==> src/rtl/led_pkg.sv <==
// Shared types for the board status LED blocks: display FSM states and the RGB
// payload, where a lit colour is 1 and the LED pins are active-low.
package led_pkg;

  typedef enum logic [1:0] {
    ST_IDLE = 2'd0,
    ST_SHOW = 2'd1,
    ST_GAP  = 2'd2
  } state_t;

  typedef struct packed {
    logic r;
    logic g;
    logic b;
  } rgb_t;

  localparam rgb_t LED_OFF = 3'b111;

endpackage

==> src/rtl/led_tick_prescaler.sv <==
// Free-running divider: registered one-cycle tick every TICK_DIV clocks,
// high while the internal count sits at its terminal value.
module led_tick_prescaler #(
  parameter int unsigned TICK_DIV = 250000
) (
  input  logic CLK25,
  input  logic rst_n,
  output logic tick
);

  localparam int unsigned CNT_W = (TICK_DIV > 1) ? $clog2(TICK_DIV) : 1;
  localparam logic [CNT_W-1:0] CNT_LAST = CNT_W'(TICK_DIV - 1);

  logic [CNT_W-1:0] r_cnt;
  logic [CNT_W-1:0] w_cnt_nxt;
  logic             r_tick;

  assign w_cnt_nxt = (r_cnt == CNT_LAST) ? '0 : r_cnt + CNT_W'(1);

  // Tick is registered against the next count so it lines up with count == last.
  always_ff @(posedge CLK25 or negedge rst_n) begin
    if (!rst_n) begin
      r_cnt  <= '0;
      r_tick <= 1'b0;
    end else begin
      r_cnt  <= w_cnt_nxt;
      r_tick <= (w_cnt_nxt == CNT_LAST);
    end
  end

  assign tick = r_tick;

endmodule

==> src/rtl/led_share_ctrl.sv <==
// Round-robin time-sharing of the RGB status LED between requesters, with
// per-owner blink, FPGA heartbeat and a debug strobe on every ownership change.
module led_share_ctrl
  import led_pkg::*;
#(
  parameter int unsigned N_REQ       = 3,
  parameter int unsigned TICK_DIV    = 250000,
  parameter int unsigned SLOT_TICKS  = 100,
  parameter int unsigned BLINK_TICKS = 25,
  parameter int unsigned HB_TICKS    = 50
) (
  input  logic               CLK25,
  input  logic               rst_n,
  input  logic [N_REQ-1:0]   req,
  input  logic [3*N_REQ-1:0] color,
  input  logic [N_REQ-1:0]   blink,
  output logic [N_REQ-1:0]   grant,
  output logic               d6_led,
  output logic               gren_led,
  output logic               blue_led,
  output logic               fpga_led,
  output logic               debug_pin
);

  localparam int unsigned IDX_W   = $clog2(N_REQ);
  localparam int unsigned SLOT_W  = $clog2(SLOT_TICKS + 1);
  localparam int unsigned BLINK_W = $clog2(BLINK_TICKS + 1);
  localparam int unsigned HB_W    = $clog2(HB_TICKS + 1);

  logic w_tick;

  state_t             r_state, w_state_nxt;
  logic [IDX_W-1:0]   r_owner, w_owner_nxt;
  logic [IDX_W-1:0]   r_ptr, w_ptr_nxt;
  rgb_t               r_color, w_color_nxt;
  logic               r_blink_en, w_blink_en_nxt;
  logic               r_phase, w_phase_nxt;
  logic [BLINK_W-1:0] r_blink_cnt, w_blink_cnt_nxt;
  logic [SLOT_W-1:0]  r_slot_cnt, w_slot_cnt_nxt;
  logic [N_REQ-1:0]   r_grant, w_grant_nxt, r_grant_d;
  rgb_t               r_pins, w_pins_nxt;
  logic               r_debug;
  logic [HB_W-1:0]    r_hb_cnt;
  logic               r_fpga_led;

  logic [IDX_W-1:0]   w_arb, w_arb_lo, w_arb_hi;
  logic               w_arb_hit;
  rgb_t               w_arb_color;
  logic               w_arb_blink;
  logic [N_REQ-1:0]   w_owner_oh;
  logic               w_owner_req;
  logic               w_other_pend;
  logic               w_enter;

  led_tick_prescaler #(
    .TICK_DIV (TICK_DIV)
  ) u_prescaler (
    .CLK25 (CLK25),
    .rst_n (rst_n),
    .tick  (w_tick)
  );

  assign w_owner_oh   = N_REQ'(1) << r_owner;
  assign w_owner_req  = |(req & w_owner_oh);
  assign w_other_pend = |(req & ~w_owner_oh);

  // Arbiter: first set req at or after the pointer, else lowest set req (wrap).
  always_comb begin
    w_arb_lo    = '0;
    w_arb_hi    = '0;
    w_arb_hit   = 1'b0;
    w_arb_color = LED_OFF;
    w_arb_blink = 1'b0;
    for (int i = N_REQ - 1; i >= 0; i--) begin
      if (req[i]) begin
        w_arb_lo = IDX_W'(i);
        if (IDX_W'(i) >= r_ptr) begin
          w_arb_hi  = IDX_W'(i);
          w_arb_hit = 1'b1;
        end
      end
    end
    w_arb = w_arb_hit ? w_arb_hi : w_arb_lo;
    for (int i = 0; i < N_REQ; i++) begin
      if (IDX_W'(i) == w_arb) begin
        w_arb_color = color[3*i +: 3];
        w_arb_blink = blink[i];
      end
    end
  end

  // Display FSM next state, plus registered grant/pin values derived from it.
  always_comb begin
    w_state_nxt     = r_state;
    w_owner_nxt     = r_owner;
    w_ptr_nxt       = r_ptr;
    w_color_nxt     = r_color;
    w_blink_en_nxt  = r_blink_en;
    w_phase_nxt     = r_phase;
    w_blink_cnt_nxt = r_blink_cnt;
    w_slot_cnt_nxt  = r_slot_cnt;
    w_grant_nxt     = '0;
    w_pins_nxt      = LED_OFF;
    w_enter         = 1'b0;

    case (r_state)
      ST_IDLE: begin
        if (|req) w_enter = 1'b1;
      end
      ST_SHOW: begin
        if (!w_owner_req) begin
          w_state_nxt = ST_GAP;
        end else if (w_tick) begin
          if (r_slot_cnt == SLOT_W'(SLOT_TICKS - 1)) begin
            w_slot_cnt_nxt = '0;
            if (w_other_pend) w_state_nxt = ST_GAP;
          end else begin
            w_slot_cnt_nxt = r_slot_cnt + SLOT_W'(1);
          end
          if (r_blink_cnt == BLINK_W'(BLINK_TICKS - 1)) begin
            w_blink_cnt_nxt = '0;
            w_phase_nxt     = ~r_phase;
          end else begin
            w_blink_cnt_nxt = r_blink_cnt + BLINK_W'(1);
          end
        end
      end
      ST_GAP: begin
        if (w_tick) begin
          if (|req) w_enter = 1'b1;
          else      w_state_nxt = ST_IDLE;
        end
      end
      default: w_state_nxt = ST_IDLE;
    endcase

    // New grant: latch owner payload so later input changes are ignored.
    if (w_enter) begin
      w_state_nxt     = ST_SHOW;
      w_owner_nxt     = w_arb;
      w_ptr_nxt       = (w_arb == IDX_W'(N_REQ - 1)) ? '0 : w_arb + IDX_W'(1);
      w_color_nxt     = w_arb_color;
      w_blink_en_nxt  = w_arb_blink;
      w_phase_nxt     = 1'b1;
      w_blink_cnt_nxt = '0;
      w_slot_cnt_nxt  = '0;
    end

    if (w_state_nxt == ST_SHOW) begin
      w_grant_nxt = N_REQ'(1) << w_owner_nxt;
      if (w_phase_nxt || !w_blink_en_nxt) w_pins_nxt = ~w_color_nxt;
    end
  end

  always_ff @(posedge CLK25 or negedge rst_n) begin
    if (!rst_n) begin
      r_state     <= ST_IDLE;
      r_owner     <= '0;
      r_ptr       <= '0;
      r_color     <= LED_OFF;
      r_blink_en  <= 1'b0;
      r_phase     <= 1'b1;
      r_blink_cnt <= '0;
      r_slot_cnt  <= '0;
      r_grant     <= '0;
      r_grant_d   <= '0;
      r_pins      <= LED_OFF;
      r_debug     <= 1'b0;
    end else begin
      r_state     <= w_state_nxt;
      r_owner     <= w_owner_nxt;
      r_ptr       <= w_ptr_nxt;
      r_color     <= w_color_nxt;
      r_blink_en  <= w_blink_en_nxt;
      r_phase     <= w_phase_nxt;
      r_blink_cnt <= w_blink_cnt_nxt;
      r_slot_cnt  <= w_slot_cnt_nxt;
      r_grant     <= w_grant_nxt;
      r_grant_d   <= r_grant;
      r_pins      <= w_pins_nxt;
      r_debug     <= (r_grant != r_grant_d);
    end
  end

  // Heartbeat runs off the shared tick, independent of arbitration.
  always_ff @(posedge CLK25 or negedge rst_n) begin
    if (!rst_n) begin
      r_hb_cnt   <= '0;
      r_fpga_led <= 1'b1;
    end else if (w_tick) begin
      if (r_hb_cnt == HB_W'(HB_TICKS - 1)) begin
        r_hb_cnt   <= '0;
        r_fpga_led <= ~r_fpga_led;
      end else begin
        r_hb_cnt <= r_hb_cnt + HB_W'(1);
      end
    end
  end

  assign grant     = r_grant;
  assign d6_led    = r_pins.r;
  assign gren_led  = r_pins.g;
  assign blue_led  = r_pins.b;
  assign fpga_led  = r_fpga_led;
  assign debug_pin = r_debug;

endmodule

==> config.mk <==
export PLATFORM = sky130hd
export DESIGN_NAME = led_share_ctrl
export DESIGN_NICKNAME = d
export VERILOG_FILES = /design/src/rtl/led_pkg.sv /design/src/rtl/led_tick_prescaler.sv /design/src/rtl/led_share_ctrl.sv
export SDC_FILE = /design/constraint.sdc
export NUM_CORES = 1
export LEC_CHECK = 0
export CAP_MARGIN = 40
export CORE_ASPECT_RATIO = 1.4
export CORE_MARGIN = 10
export CORE_UTILIZATION = 52
export DETAILED_ROUTE_END_ITERATION = 8
export PLACE_DENSITY = 0.76
export SLEW_MARGIN = 20
export SYNTH_ARGS = -nofsm -noshare
export SYNTH_HDL_FRONTEND = slang
export SYNTH_SLANG_ARGS = --single-unit
==> constraint.sdc <==
create_clock -name CLK25 -period 1.6 [get_ports CLK25]
set_input_delay 0.32 -clock CLK25 [delete_from_list [all_inputs] [get_ports CLK25]]
set_output_delay 0.32 -clock CLK25 [all_outputs]
set_load 0.005 [all_outputs]
### Word-level counts from Yosys, hierarchy flattened

Cells that the tools add are included.
W data, S select, Z words.

| storage, ports and cells | value |
|---|---|
| bits in registers | 59 |
| bits in latches | 0 |
| memory bits (writable) | 0 |
| bits in read-only memories | 0 |
| input port bits | 17 |
| output and inout bits | 8 |
| word-level logic and storage cells | 117 |
| memories kept | 0 |

| cells by class | value |
|---|---|
| add/sub/neg operators | 5 |
| $mul | 0 |
| divide/modulo/power cells | 0 |
| $lt $le $gt $ge | 3 |
| equality and inequality tests | 12 |
| shift-type cells | 2 |
| muxes and demuxes | 57 |
| bitwise logic cells | 6 |
| reductions and logical operators | 12 |

Operator list:

| kind | count |
|---|---|
| $mux W2 | 19 |
| $eq A18 B18 Y1 const B | 2 |
| $mux W7 | 5 |
| $mux W5 | 5 |
| $mux W3 | 7 |
| $add A18 B1 Y18 const B | 1 |
| $mux W18 | 1 |
| $mux W1 | 17 |
| $reduce_or A3 Y1 | 3 |
| $add A7 B1 Y7 const B | 1 |
| $eq A7 B7 Y1 const B | 1 |
| $add A6 B1 Y6 const B | 1 |
| $and A3 B3 Y3 | 2 |
| $eq A6 B6 Y1 const B | 1 |
| $mux W6 | 1 |
| $not A3 Y3 | 2 |
| $pmux W2 S3 | 1 |
| $reduce_bool A2 Y1 | 3 |
| $shl A1 B2 Y3 const A | 2 |
| $add A5 B1 Y5 const B | 1 |
| $eq A5 B5 Y1 const B | 1 |
| $eq A2 B1 Y1 const B | 2 |
| $eq A2 B2 Y1 const B | 2 |
| $ge A1 B2 Y1 const A | 2 |
| other kinds (12) | 14 |

### Depth between registers and ports, before layout

| depth | value |
|---|---|
| depth in word-level cells | 17 |
| depth in mapped cells | 7 |
| mapped depth without buffers | 6 |

### Cells and area by module

Synthesis repeated with hierarchy kept, for this count alone.

| unflattened totals | value |
|---|---|
| cell total of the unflattened synthesis | 308 |
| area, all modules | 3095.5 um^2 |

By module, submodules not included:

| module | times used | cells each | area an instance (um^2) | seq. area each (um^2) |
|---|---|---|---|---|
| led_share_ctrl | 1 | 207 | 2067.0 | 1011.0 |
| led_tick_prescaler | 1 | 101 | 1028.5 | 475.5 |

### Worst setup path before layout

Ideal clock, no wire load.

| timing | value |
|---|---|
| kind | register to register |
| start | register r_blink_cnt[0] |
| end | register r_pins, in the netlist blue_led |
| setup time | 0.086 ns |
| data arrival time | 1.693 ns |
| data required time | 1.514 ns |
| setup slack | -0.179 ns |
| stages on the path, launching flop included | 7 |
| buffers on the path | 0 |
| period minus slack after synthesis | 1.779 ns |
| cell sequence | dfrtp_1 -> inv_1 -> ha_1 -> nand4b_1 -> or3_1 -> xor2_1 -> a2111o_1 |

RTL lines:

| element | line | text |
|---|---|---|
| from (decl) | led_share_ctrl.sv:38 | `logic [BLINK_W-1:0] r_blink_cnt, w_blink_cnt_nxt;` |
| from (signal assigned) | led_share_ctrl.sv:176 | `r_blink_cnt <= w_blink_cnt_nxt;` |
| to (signal assigned) | led_share_ctrl.sv:180 | `r_pins <= w_pins_nxt;` |
| to (decl) | led_share_ctrl.sv:41 | `rgb_t r_pins, w_pins_nxt;` |

==> out/qor.yml <==
rows: 32
hpwl_mm: 5.124
cts_buffer_depth: 2
stdcell_area_sq_mm: 0.004517
multiInputGateArea_sq_mm: 0.001722
maxCapViolations: 0
fmax_mhz: 532.6
vias: 2906
clockRootBuffer: "clkbuf_8"
final_hold_viol_count: 0
r2r-start: "r_state[0]"
final-max-slew-violation-count: 0
ant_nets: 0
insertion_delay_ns: 0.35
tightest_slew_ns: 0.3807
fin_tns_setup_ns: -2.384
initial_core_util_pct: 53.44
dp.cells: 444
die_y_microns: 108.8
htreeDepth: 3
status: "finished with violations"
io_buffer_count: 24
slew_headroom_pct: 74.57
cts.sinks: 59
seq_area_sq_mm: 0.001490
die_x_microns: 83.46
setup.worst_path.start_class: "flip-flop"
setup_viol: 28
drtPass1Iterations: 6
syn_to_final_growth_pct: 54.08
crit_path_end_kind: "flip-flop"
ir_drop_v: 0.001074
viasPerCell: 6.054
totalWireLength_mm: 9.416
final_cell_count_no_fill: 480
cts_tree: "yes"
overflow: 0
worstSetupPathType: "reg -> reg"
dp_slack_ns: -0.6850
syn_avg_cell_area_sq_um: 10.04
critPathLaunch: "r_state[0]"
fin_skew_ns: 0.009738
total_power_mw: 5.580
place_congestion: 0.8666
grt_pass1_vias: 2850
synth_ff_type: "dfrtp_1"
cts_made_buffers: 9
top_usage_layer: "met2"
drive_gt1_share_pct: 40.29
met3_usage_pct: 4.328
clk_pin_slew_worst_paths_ns: 0.07
worst_slack_ns: -0.2776
wl_per_cell_microns: 19.62
antenna_cells: 0
grt_max_degree: 60
final_core_util_pct: 82.34
drtIter0Drc: 219
fin_crit_ns: 1.878
cp.arrival_ns: 2.15
rsz0062_at_grt: "yes"
yosysSeqAreaShare_pct: 50.70
antenna_found_initial: 0
ys_types: 44
power_leakage_nw: 2.082
ys_warn_count: 0
hold_start: "grant[1]"
synth_edf_count: 0
netlist.area_leader.share_pct: 43.53
hold_ws_ns: 0.4270
synth-seq-cells: 59
nFillCells: 268
period_share_pct: 117.3
grt_use_met1_pct: 18.47
io_pins: 25
worstPathMaxFanout: 4
power_density_mw_per_mm2: 1235
netlist_instances: 292
grt_use_met2_pct: 31.03
hold_path_class: "reg -> reg"
yosysMostFrequentCell: "dfrtp_1"
grt_pass1_wl_mm: 13.01
netlist_area_sq_mm: 0.002932
die_area_sq_mm: 0.009083
core_sq_mm: 0.005485
synthTopCellsByArea: "dfrtp_1, dfstp_2, xnor2_1, nor2_1, xor2_1"
placed_area_sq_mm: 0.003801
drc_errors: 0
syn_nets: 315
synth_top_cell_by_area: "dfrtp_1"
track_usage_pct: 17.53
crit_required_ns: 1.87
ys_top_cells_by_count: "dfrtp_1, nor2_1, nand2_1, nand3_1, xnor2_1"
violations: "setup timing"
async_flop_share_pct: 100.0
nets: 430
==> final timing paths <==
check	slack [ns]	cells after the start	endpoint
worst max-delay path	-0.28	5	gren_led
worst min-delay path	0.43	0	r_grant_d[1]
worst max register to register	-0.28	5	gren_led
worst min register to register	0.43	0	r_grant_d[1]
max in group asynchronous	0.79	3	d6_led
min in group asynchronous	0.49	3	u_prescaler.r_cnt[2]
==> kinds of logic (layout without fill, tap and decap cells) <==
family                   Yosys count  after routing  share of synthesized area [%]
multiplexers                       7              7                          2.518
buffers and inverters             18            138                          2.348
flip-flops                        59             59                          50.70
AND/OR/NAND/NOR                  131            131                          23.65
AO/OA/AOI/OAI                     46             46                          10.71
adder cells (fa/ha/maj)            7              7                          2.902
XOR/XNOR                          24             24                          7.170
==> critical path, stage by stage (launching register included) <==
cell and delay, ns:
dfrtp_1 0.42, nor2b_1 0.26, nand2_1 0.14, or3_4 0.41, xor2_4 0.18, a2111o_1 0.38
==> power breakdown <==
part	leakage (nW)	switching (mW)	internal, mW
clock network	0.123	0.611	1.07
logic	1.20	0.918	1.05
registers	0.761	0.161	1.77
==> area by class of cell <==
class	instances	area share (%)
multi-input combinational	215	38.12
sequential	59	32.99
timing repair buffer	112	20.83
clock buffer	11	3.130
clock inverter	5	2.216
tap	68	1.884
inverter	10	0.8310
==> registers in the layout (all words and copies together), names as in the netlist, 2 cells and up <==
signal,count
r_color,3
r_blink_cnt,5
u_prescaler.r_cnt,18
grant,3
r_hb_cnt,6
r_slot_cnt,7
r_ptr,2
r_grant_d,3
r_owner,2
r_state,2
==> metal layers <==
metal | routed length, microns | vias to the layer above | share of wire, %
met5 | 0 | - | 0
met4 | 470 | 0 | 5.0
li1 | - | 1268 | -
met1 | 3259 | 1443 | 35
met2 | 5203 | 150 | 55
met3 | 483 | 45 | 5.1
==> cell usage in the layout, fill, tap and decap left out, drive strengths merged, types with 3 or more instances in the layout <==
master and count:
a21oi 8, xor2 11, and3 6, clkdlybuf4s50 16
clkbuf 11, inv 10, nand3 16, nor4 5
xnor2 13, a221oi 3, mux2 3, bufinv 3
nand4b 3, buf 88, or3 3, a21o 5
nand4 11, dlygate4sd2 7, mux2i 4, ha 6
nand2b 3, nor2 29, nor2b 9, dfstp 8
and2 4, o21ai 12, and4 3, dfrtp 51
nor3 9, nand2 24, a31oi 4
==> what timing repair did <==
| item | CTS | global route |
|---|---|---|
| resized for setup | 35 | 46 |
| cloned | 0 | 1 |
| pin swaps | 16 | 25 |
| endpoints found under the setup margin | 26 | 35 |
| hold buffers | 1 | 0 |
| setup buffers | 8 | 10 |
| endpoints found under the hold margin | 51 | 0 |
Power figures use the tool's default switching activity.
==> variant 1 (same settings) <==
Make the reset (`rst_n`) synchronous in 3 clocked blocks.
--- a/src/rtl/led_tick_prescaler.sv
+++ b/src/rtl/led_tick_prescaler.sv
@@ -19,5 +19,5 @@
 
   // Tick is registered against the next count so it lines up with count == last.
-  always_ff @(posedge CLK25 or negedge rst_n) begin
+  always_ff @(posedge CLK25) begin
     if (!rst_n) begin
       r_cnt  <= '0;
--- a/src/rtl/led_share_ctrl.sv
+++ b/src/rtl/led_share_ctrl.sv
@@ -153,5 +153,5 @@
   end
 
-  always_ff @(posedge CLK25 or negedge rst_n) begin
+  always_ff @(posedge CLK25) begin
     if (!rst_n) begin
       r_state     <= ST_IDLE;
@@ -184,5 +184,5 @@
 
   // Heartbeat runs off the shared tick, independent of arbitration.
-  always_ff @(posedge CLK25 or negedge rst_n) begin
+  always_ff @(posedge CLK25) begin
     if (!rst_n) begin
       r_hb_cnt   <= '0;
Check against the original RTL: differs if rst_n is asserted again (counterexample within 4 cycles, from zero or initial values and one cycle with rst_n low); with rst_n held inactive, the same outputs for 10 cycles.
==> variant 1 against the unedited design <==
The flow still finishes with violations (negative setup slack). Worst setup slack better by 0.0066 ns. Design area is 6.1% lower. Global-route usage is 1.5 points higher. First-iteration DRC count is 31% lower. Routed wire length is 8.4% lower. Sequential cell count stayed put. Area after synthesis is 3.6% lower. Critical endpoint is now u_prescaler.tick. Highest routed layer unchanged.
Power is not compared: it rests on default switching activity, and its combinational part moved more than twofold at a synthesized area within 25%.
==> variant 1: results (changes against the unedited design) <==
----------------------------------------------------
[Final layout]
  Area taken by flip-flops and latches ... 1200 µm² (-19%)
  Clock Network Area Fraction ... 0.0569 (+0.00345)
  Buffers outside the clock class ... 100 (-11%)
  Core utilization of the finished layout ... 0.810 (-0.0132)
  Net count, final ... 441 (+2.6%)
  Signal buf overhead ... 0.208 (about the same)
  Proportion of layout cells with a drive suffix above 1 ... 0.369 (-0.0341)
  Multi-input comb cells ... 238 (+11%)
  Final non-filler cell total ... 489 (+1.9%)
  Diodes inserted ... 0 (unchanged)
  FILL cells ... 284 (+6.0%)
  Area of combinational cells with multiple inputs ... 1800 µm² (+4.4%)

[Yosys]
  Count of distinct cell types in the synthesized netlist ... 49 (+11%)
  Synthesized Nets ... 345 (+9.5%)
  Ys flop type ... sky130_fd_sc_hd__dfxtp_1
  Sequential element share of the synthesized area ... 0.418 (-0.0892)
  Largest cells by area after synthesis ... sky130_fd_sc_hd__dfxtp_1 42%, sky130_fd_sc_hd__xor2_1 6.8%, sky130_fd_sc_hd__nor2_1 5.8%, sky130_fd_sc_hd__nand2_1 4.6%, sky130_fd_sc_hd__xnor2_1 4.6%
  Number of instances in the synthesized netlist ... 322 (+10%)
  Async set-reset flop share out of synthesis ... 0 (-1.00)
  Ranking of synthesized cells by instance count ... 59 x sky130_fd_sc_hd__dfxtp_1, 44 x sky130_fd_sc_hd__nor2_1, 35 x sky130_fd_sc_hd__nand2_1

[Global routing]
  Global-route wire length before repair ... 13.1 mm (+0.42%)
  Overall global routing resource usage ... 0.190 (+0.0148)
  Pin count of the biggest net entering global routing ... 18 (-70%)
  Vias in the first global route ... 2809 (-1.4%)

[Place]
  Cell count after placement ... 461 (+3.8%)
  Number of input and output port buffers inserted ... 24 (unchanged)
  Post-placement worst setup slack ... -0.632 ns (+0.0528 ns)
  Routability congestion estimate ... 0.827 (-4.5%)
  Detailed placement HPWL ... 4.93 mm (-3.7%)
  Placed Area ... 3570 µm² (-6.0%)

[Floorplanning]
  Placeable core region ... 5240 µm² (-4.5%)

[Timing]
  Normalized max-slew margin ... 0.688 (-0.0572)
  Clk_skew ... 0.00795 ns (-0.00179 ns)
  Worst hold margin ... 0.475 ns (+0.0483 ns)
  Final setup vio count ... 23 (-18%)
  PnR worst setup slack ... -0.271 ns (+0.00658 ns)
  Final total negative setup slack ... -1.88 ns (+0.501 ns)

[Detailed routing]
  Initial DRC count ... 152 (-31%)
  Via-to-Cell Ratio ... 5.69 (-6.1%)
  Post-Route WL ... 8.63 mm (-8.4%)
  First drt pass iteration count ... 4 (-2)

[Clock tree]
  Worst skew pair latency ... 0.34 ns
  Clock Pin Slew Worst Setup and Hold Paths ... 0.07 ns (about the same)
  Total clock sinks ... 59 (unchanged)

[Worst setup path]
  Maximum fanout encountered on the critical timing path ... 5 (+1)
  Arrival time of the worst setup path ... 2.11 ns (-0.04 ns)
  Library cell contributing the largest single delay on the critical path ... sky130_fd_sc_hd__dfxtp_2
  Stage delay of the slowest cell on the critical path ... 0.36 ns (-0.06 ns)

[Run status]
  Violated checks ... negative setup slack
  Status ... finished with violations

----------------------------------------------------
variant 1: what timing repair did:
item,CTS,global route
setup endpoints to repair,46,45
pin swaps,15,18
resized for setup,47,39
setup buffers,10,4
gates cloned,0,0
variant 1: cell families (layout without fill, tap and decap cells):
group | after synthesis | count (layout) | share of synthesized area
AO/OA/AOI/OAI | 37 | 37 | 0.0877
XOR/XNOR | 37 | 37 | 0.115
adder cells (fa/ha/maj) | 6 | 6 | 0.0266
buffers and inverters | 25 | 126 | 0.0465
flip-flops | 59 | 59 | 0.418
multiplexers | 3 | 3 | 0.0111
AND/OR/NAND/NOR | 155 | 155 | 0.296
variant 1: power by group through the flow:
| stage | clock network (W) | logic (W) | registers (W) |
|---|---|---|---|
| after global placement | 0 | 0.000495 | 0.00161 |
| after CTS | 0.00168 | 0.000608 | 0.00159 |
| final | 0.00167 | 0.000688 | 0.00160 |
| after detailed placement | 0 | 0.000509 | 0.00162 |
| after global routing | 0.00175 | 0.000734 | 0.00160 |
| after floorplan | 0 | 0.000255 | 0.00161 |
variant 1: per-layer routing:
metal | up-vias | wire length, µm | track usage
met5 | - | 0 | 0
met4 | 0 | 244 | 0.0976
met3 | 24 | 326 | 0.0460
met2 | 101 | 4850 | 0.345
met1 | 1350 | 3210 | 0.190
li1 | 1306 | - | -
variant 1: final timing paths:
| kind | start | endpoint | cells past startpoint |
|---|---|---|---|
| max | u_prescaler.r_cnt[1] | u_prescaler.tick | 8 |
| min | r_ptr[1] | r_ptr[1] | 2 |
| max reg2reg | u_prescaler.r_cnt[1] | u_prescaler.tick | 8 |
| min reg2reg | r_ptr[1] | r_ptr[1] | 2 |
==> variant 2 (config.mk and constraints unchanged) <==
Without the edit above. Change the parameter `SLOT_TICKS` from 100 to 50.
--- a/src/rtl/led_share_ctrl.sv
+++ b/src/rtl/led_share_ctrl.sv
@@ -6,5 +6,5 @@
   parameter int unsigned N_REQ       = 3,
   parameter int unsigned TICK_DIV    = 250000,
-  parameter int unsigned SLOT_TICKS  = 100,
+  parameter int unsigned SLOT_TICKS  = 50,
   parameter int unsigned BLINK_TICKS = 25,
   parameter int unsigned HB_TICKS    = 50
Formal check against the unedited RTL: same outputs for any inputs over 10 cycles, from zero or initial values and one cycle with rst_n low; that may be too few to reach the edited logic, so the function may still have changed.
==> variant 2 against the unedited design <==
The flow still finishes with violations (negative setup slack). Global-route usage is 0.075 points higher. Routed wire length is 8.4% lower. Utilization decreased by 0.71 points. Total power down 10%. Sequential cell count decreased by 1. Clock power down 10%. First-iteration DRC count is 31% lower. Sequential share of layout area shrank 0.16 points. Worst setup slack improved by 0.11 ns. Area after synthesis hardly changed. Design area is 0.86% lower. Via count shrank 6.0%. Hold slack got worse by 0.015 ns. Critical path type unchanged.
==> variant 2: results (changes against the unedited design) <==
----------------------------------------------------
[Run status]
  Status ... finished with violations
  Violated checks ... negative setup slack

[Clock tree]
  Worst skew pair latency ... 0.35 ns (about the same)
  Number of buffers created by CTS ... 9 (unchanged)
  Clock Pin Slew Worst Setup and Hold Paths ... 0.07 ns (about the same)
  Maximum number of buffers from clock root to sink ... 2 (unchanged)
  Clock root buffer master ... sky130_fd_sc_hd__clkbuf_8

[Worst setup path]
  Arrival time of the worst setup path ... 2.03 ns (-0.12 ns)
  Maximum fanout encountered on the critical timing path ... 3 (-1)

[Yosys]
  Async set-reset flop share out of synthesis ... 1.00 (unchanged)
  Count of distinct cell types in the synthesized netlist ... 54 (+23%)
  Ranking of synthesized cells by instance count ... 50 x sky130_fd_sc_hd__dfrtp_1, 24 x sky130_fd_sc_hd__nand2_1, 23 x sky130_fd_sc_hd__nor2_1
  Synthesized Nets ... 308 (-2.2%)
  Sequential element share of the synthesized area ... 0.499 (-0.00811)
  Synth warn ... 0 (unchanged)
  Number of instances in the synthesized netlist ... 284 (-2.7%)
  Largest cells by area after synthesis ... sky130_fd_sc_hd__dfrtp_1 43%, sky130_fd_sc_hd__dfstp_2 7.2%, sky130_fd_sc_hd__xnor2_1 4.5%, sky130_fd_sc_hd__nand2_1 3.1%, sky130_fd_sc_hd__ha_1 3.0%

[Timing]
  Normalized max-slew margin ... 0.754 (+0.00787)
  Final setup vio count ... 19 (-32%)
  PnR worst setup slack ... -0.168 ns (+0.110 ns)
  Clk_skew ... 0.00887 ns (-0.000871 ns)

[Place]
  Number of input and output port buffers inserted ... 24 (unchanged)
  Routability congestion estimate ... 0.920 (+6.1%)
  Cell count after placement ... 435 (-2.0%)
  Detailed placement HPWL ... 5.19 mm (+1.3%)

[Pwr]
  IR drop worst, VDD ... 0.000771 V (-28%)
  Proportion of total power due to net switching ... 0.304 (+0.00112)
  Leakage power of the design ... 2.04 nW (-2.1%)

[Detailed routing]
  Via-to-Cell Ratio ... 5.79 (-4.4%)
  First drt pass iteration count ... 4 (-2)
  Initial DRC count ... 151 (-31%)
  Post-Route WL ... 8.63 mm (-8.4%)
  Total via count after detailed routing ... 2733 (-6.0%)

[Global routing]
  Pin count of the biggest net entering global routing ... 59 (-1.7%)
  Vias in the first global route ... 2772 (-2.7%)
  Global-route wire length before repair ... 13.0 mm (about the same)
  Antenna violations before repair ... 0 (unchanged)
  Overall global routing resource usage ... 0.176 (+0.000748)

[Final layout]
  Diodes inserted ... 0 (unchanged)
  Proportion of layout cells with a drive suffix above 1 ... 0.428 (+0.0253)
  Net count, final ... 423 (-1.6%)
  Largest regs ... u_prescaler.r_cnt: 18 flops, r_hb_cnt: 6 flops, r_slot_cnt: 6 flops

----------------------------------------------------
variant 2: metal layers:
layer,share of wire,vias up,global-route usage
li1,-,1250,-
met1,0.35,1366,0.156
met2,0.56,82,0.334
met3,0.040,35,0.0575
met4,0.045,0,0.118
met5,0,-,0
variant 2: worst paths after layout:
check	startpoint	endpoint	cells past startpoint
max	r_owner[0]	blue_led	5
min	grant[2]	r_grant_d[2]	0
max reg2reg	r_owner[0]	blue_led	5
min reg2reg	grant[2]	r_grant_d[2]	0
max in group asynchronous	rst_n	r_color[0]	3
min in group asynchronous	rst_n	u_prescaler.r_cnt[0]	3
variant 2: through the flow:
stage,instance area (µm²),hold WS [ns],setup WS (ns),TNS [ns]
global route,4480,0.436,-0.197,-2.60
CTS,4150,0.434,-0.0943,-0.267
floorplan,2970,0.0244,-0.0999,-0.294
detailed placement,3750,0.353,-0.529,-11.25
global placement,3750,0.341,-0.476,-9.90
finish,4480,0.412,-0.168,-1.04
variant 2: cells by family (layout without fill, tap and decap cells):
logic type | Yosys count | count (layout) | synth area share
compound gates | 48 | 48 | 0.111
xor+xnor | 25 | 25 | 0.0748
fa+ha+maj | 8 | 8 | 0.0333
buf+inv | 16 | 136 | 0.0269
flops | 58 | 58 | 0.499
mux | 7 | 7 | 0.0243
simple gates | 122 | 122 | 0.230
variant 2: critical path, stage by stage, from the launching register on:
cell,delay (ns)
sky130_fd_sc_hd__dfrtp_1,0.42
sky130_fd_sc_hd__mux2i_1,0.17
sky130_fd_sc_hd__o22a_1,0.26
sky130_fd_sc_hd__or4_4,0.55
sky130_fd_sc_hd__a41oi_4,0.18
sky130_fd_sc_hd__o21ai_1,0.10
variant 2: cell type report:
class	instances	area [µm²]
Fill cell	281	1010
Inverter	8	30.0
Clock inverter	5	77.6
Clock buffer	11	141
Sequential cell	58	1470
Multi-Input combinational cell	210	1760
Tap cell	68	85.1
Timing Repair Buffer	112	918
variant 2: repair_timing:
item / in CTS / in global routing
cloned: 0 / 1
pin swaps: 10 / 19
gates resized for setup: 33 / 50
hold buffers: 1 / 0
endpoints found under the hold margin: 50 / 0
buffers inserted: 7 / 12
endpoints found under the setup margin: 30 / 37
variant 2: power by group through the flow:
stage	Combinational, W	Clock (W)	Sequential, W
2_1_floorplan	0.000672	0	0.00186
3_3_place_gp	0.00127	0	0.00188
3_5_place_dp	0.00130	0	0.00189
4_1_cts	0.00146	0.00153	0.00187
5_1_grt	0.00173	0.00159	0.00192
6_report	0.00161	0.00151	0.00190
